$ cat src/rtl/fetch_sequencer.sv
// rtl/fetch_sequencer.sv - MIPS instruction-fetch sequencer: PC, IF/ID capture, redirect, zero-run halt.
// Optional FETCH_PERF_EN adds fetch and stall performance counters.
module fetch_sequencer #(
  parameter int RESET_PC  = 100,
  parameter int MEM_BYTES = 16384,
  parameter int NOP_LIMIT = 4
) (
  input  logic        clk,
  input  logic        reset,
  input  logic        start,
  input  logic        stall,
  input  logic        redirect,
  input  logic [31:0] redirect_pc,
  output logic [31:0] imem_addr,
  input  logic [31:0] imem_instr,
  output logic [31:0] ifid_instr,
  output logic [31:0] ifid_pc4,
  output logic        ifid_valid,
  output logic [1:0]  state,
  output logic        halted,
  output logic        misalign_err
`ifdef FETCH_PERF_EN
  ,
  output logic [31:0] perf_fetch_cnt,
  output logic [31:0] perf_stall_cnt
`endif
);

  localparam logic [31:0] ADDR_MASK = 32'(MEM_BYTES - 1);
  localparam int          ZW        = $clog2(NOP_LIMIT + 1);
  localparam logic [ZW-1:0] ZLAST   = ZW'(NOP_LIMIT - 1);

  typedef enum logic [1:0] {
    IDLE = 2'd0,
    RUN  = 2'd1,
    HALT = 2'd2
  } state_t;

  state_t        st;
  logic [31:0]   pc;
  logic [31:0]   pc_seq;
  logic [ZW-1:0] zcnt;

  assign imem_addr = pc;
  assign state     = st;
  assign pc_seq    = (pc + 32'd4) & ADDR_MASK;

  always_ff @(posedge clk or posedge reset) begin
    if (reset) begin
      st           <= IDLE;
      pc           <= 32'(RESET_PC);
      ifid_instr   <= 32'd0;
      ifid_pc4     <= 32'd0;
      ifid_valid   <= 1'b0;
      halted       <= 1'b0;
      misalign_err <= 1'b0;
      zcnt         <= '0;
`ifdef FETCH_PERF_EN
      perf_fetch_cnt <= 32'd0;
      perf_stall_cnt <= 32'd0;
`endif
    end else begin
      misalign_err <= 1'b0;
      case (st)
        RUN: begin
          if (redirect) begin
            pc           <= {redirect_pc[31:2], 2'b00} & ADDR_MASK;
            ifid_instr   <= 32'd0;
            ifid_pc4     <= 32'd0;
            ifid_valid   <= 1'b0;
            zcnt         <= '0;
            misalign_err <= |redirect_pc[1:0];
          end else if (stall) begin
`ifdef FETCH_PERF_EN
            perf_stall_cnt <= perf_stall_cnt + 32'd1;
`endif
          end else begin
            pc <= pc_seq;
`ifdef FETCH_PERF_EN
            perf_fetch_cnt <= perf_fetch_cnt + 32'd1;
`endif
            // The fetch that completes the zero run is dropped, not captured.
            if (imem_instr == 32'd0 && zcnt == ZLAST) begin
              st         <= HALT;
              halted     <= 1'b1;
              ifid_instr <= 32'd0;
              ifid_pc4   <= 32'd0;
              ifid_valid <= 1'b0;
            end else begin
              ifid_instr <= imem_instr;
              ifid_pc4   <= pc_seq;
              ifid_valid <= 1'b1;
              zcnt       <= (imem_instr == 32'd0) ? zcnt + ZW'(1) : '0;
            end
          end
        end
        HALT: begin
          halted <= 1'b1;
        end
        default: begin
          // IDLE, and the unused encoding 3, wait for start with IF/ID bubbled.
          ifid_instr <= 32'd0;
          ifid_pc4   <= 32'd0;
          ifid_valid <= 1'b0;
          if (start) st <= RUN;
        end
      endcase
    end
  end

endmodule

$ cat config.mk
export PLATFORM = sky130hd
export DESIGN_NAME = fetch_sequencer
export DESIGN_NICKNAME = d
export VERILOG_FILES = /design/src/rtl/fetch_sequencer.sv
export SDC_FILE = /design/constraint.sdc
export NUM_CORES = 1
export LEC_CHECK = 0
export ABC_AREA = 1
export CORE_ASPECT_RATIO = 1.1
export CORE_MARGIN = 10
export CORE_UTILIZATION = 37
export DETAILED_ROUTE_END_ITERATION = 16
export PLACE_DENSITY = 0.87
export SLEW_MARGIN = 20
export SYNTH_ARGS = -nofsm -noshare
export SYNTH_HDL_FRONTEND = slang
export SYNTH_SLANG_ARGS = --single-unit
$ cat constraint.sdc
create_clock -name clk -period 2.21 [get_ports clk]
set_clock_uncertainty 0.1 [all_clocks]
set_input_delay 0.442 -clock clk [delete_from_list [all_inputs] [get_ports clk]]
set_output_delay 0.442 -clock clk [all_outputs]
set_load 0.1 [all_outputs]
==> summary.md <==
| Metric | Value |
|---|---|
| Final Hold Viols | 0 |
| I/O pins | 170 |
| Yosys reg bits | 65 |
| Die Ht | 122 um |
| Avg Inst Size Synth | 8.39 um^2 |
| DP HPWL | 7.56 mm |
| Post-synth top area share | 0.442 |
| Top FF cell, synth | dfrtp_1 |
| Cell Area, Placed | 4480 um^2 |
| Most used routing layer | met2 |
| Total grt overflow | 0 |
| Row count | 37 |
| Final Cell Area | 4690 um^2 |
| Sequential share of the synthesized area | 0.465 |
| Relative slew slack | 0.481 |
| RSZ-0062 raised after global routing | false |
| Vias in the first global route | 3,140 |
| H-tree depth | 3 |
| Avg Vias per Cell | 4.56 |
| Root Buffer | clkbuf_8 |
| YS warnings | 0 |
| Vias post-DR | 2,985 |
| DR DRC count | 0 |
| Die X-Extent | 113 um |
| Antenna-violating nets left | 0 |
| Layout cells sized above 1 | 0.225 |
| Antenna violations before repair | 0 |
| Placer Congestion | 0.799 |
| Worst-margin pin slew | 0.779 ns |
| M3 GR Usage | 0.0467 |
| First-pass GRT wire length | roughly 16 mm |
| Largest net degree at the start of global routing | 66 |
| Number of placed cells counting well taps | between 600 and 700 |
| Initial Util | 0.377 |
| Cell area after synthesis | 3510 um^2 |
| Post-Syn Instances | 418 |
| PostCTS Resize Cnt | 0 |
| Status | finished, final reports clean |
| Hold WS | about 0.37 ns |
| Depth of the most critical reg-to-reg path | 6 |
| GRT met2 Usage | 0.247 |
| Setup-failing EPs final | 0 |
| Antenna Cells | 0 |
| Async SR Flop Fraction | 1.00 |
| Max FO, Critical Path | 45 |
| Layout area overhead | 33.6% |
| Met1 Usage GRT | 0.159 |
| Skew-Pair Late Insertion Delay | around 0.34 ns |
| CTS tree | done |
| VDD IR max | between 0.4 and 0.5 mV |
| CTS max path bufs | 2 |
| Slew Limit Fails | 0 |
| Critical path startpoint category | primary input |
| Leakage | 0.00243 uW |
| WS Path Type | in -> reg |
| Cts hold-fix bufs | 0 |
| Most area-consuming cells after synthesis | dfrtp_1, nand2_1, buf_4 |
| Iter 0 DRT Violations | 156 |
| Final critical-path share of the clock period | 0.862 |
| Die footprint | 13,800 um^2 |
| Commonest cells post-synth | nand2_1, dfrtp_1, buf_4, nor2_1, nand3_1 |
| Max-Cap Viols | 0 |
| Yosys cell types | 35 |
| Gr usage total | 0.142 |
| CP arrival | 2.08 ns |
| Core area | ~9300 um^2 |
| Leading area contributor after synthesis | dfrtp_1 |
| Final WL | 9.80 mm |
| First-pass DRT Iterations | 5 |
| Fin crit period | 1.91 ns |
| Number of buffers added for setup after CTS | 0 |
| Most numerous cell in the Yosys netlist | nand2_1 |
| CTS clock-pin slew for the worst setup and hold paths | 0.08 ns |
| Crit. End Element | flop |
| Fin nets | slightly above 600 |
| Post-synth EDFFs | 0 |
| Mean routed wirelength per cell | 15.0 um |
| TritonCTS buffer count | 9 |
| Total power | 3920 uW |
| CTS Sinks | 65 |
| Power per cell area | 837 nW/um^2 |
| IO Port Bufs | 113 |
| Data required, critical path | 2.39 ns |
| Fin cells | 654 |
| HP Class | in -> async |
| Fmax achieved | 525 MHz |
==> final timing paths <==
path	from	to	slack (ns)
worst max-delay path	stall	ifid_pc4[11]	0.30
worst min-delay path	reset	ifid_instr[21]	0.37
worst max register to register	state[1]	ifid_pc4[11]	0.37
worst min register to register	ifid_instr[19]	ifid_instr[19]	0.38
max in group asynchronous	reset	imem_addr[5]	1.29
min in group clk	ifid_instr[19]	ifid_instr[19]	0.38
==> state kept, by name, indices dropped and copies added (netlist names) <==
signal	flops
state	2
ifid_valid	1
zcnt	3
misalign_err	1
halted	1
imem_addr	12
ifid_instr	32
ifid_pc4	13
==> cells by family after synthesis <==
kind of cell               synth area share
other                               0.00107
adders and majority gates            0.0107
DFF                                   0.465
buffers and inverters                 0.152
xor gates and xnor gates             0.0196
AOI/OAI and AO/OA                    0.0589
and+or+nand+nor                       0.293
==> where the power goes <==
| part | leakage, uW | internal [uW] | switching [uW] |
|---|---|---|---|
| sequential | 0.000834 | 1280 | 82.4 |
| combinational | 0.00150 | 309 | 1210 |
| clock | 0.0000985 | 553 | 480 |
==> layer usage <==
| layer | share of wire | wire length (um) | vias to the layer above |
|---|---|---|---|
| met5 | 0 | 0 | - |
| li1 | - | - | 1479 |
| met3 | 0.073 | 715 | 17 |
| met2 | 0.50 | 4920 | 106 |
| met1 | 0.41 | 3990 | 1383 |
| met4 | 0.018 | 178 | 0 |
==> metrics by stage <==
stage | utilization | setup WS, ns | setup TNS [ns]
4_1_cts | 0.504 | 0.308 | 0
6_report | 0.504 | 0.304 | 0
3_3_place_gp | 0.482 | -0.000725 | -0.000725
5_1_grt | 0.504 | 0.140 | 0
3_5_place_dp | 0.482 | -0.0397 | -0.449
2_1_floorplan | - | 0.0240 | 0
==> worst max-delay path: stages <==
cell,delay [ns]
clkdlybuf4s50_1,0.47
inv_1,0.05
nor2_2,0.15
a21oi_1,0.12
inv_2,0.56
nand2_1,0.15
nand2_1,0.11
==> area by class of cell <==
class,count,area [um^2]
fill,867,4620
clock buffer,10,138
inverter,25,93.8
tap,117,146
timing repair buffer,122,1130
sequential,65,1630
multi-input combinational,309,1480
clock inverter,6,67.6
==> layout by cell type (no fill, tap or decap), types with 3 or more instances in the layout <==
master | netlist | routed
inv_1 | 22 | 21
nand4_1 | 3 | 3
buf_12 | 0 | 7
nand3_1 | 32 | 32
xor2_1 | 5 | 5
inv_2 | 3 | 4
nand2_2 | 3 | 3
o21ai_0 | 20 | 20
a21oi_1 | 7 | 7
buf_4 | 44 | 65
nand3_2 | 10 | 10
dfstp_2 | 3 | 3
ha_1 | 3 | 3
nor2_2 | 5 | 5
dfrtp_1 | 62 | 62
clkdlybuf4s50_1 | 0 | 50
conb_1 | 1 | 38
nor2_1 | 42 | 42
nand2_1 | 123 | 123
clkbuf_8 | 0 | 10
Power figures use the tool's default switching activity.
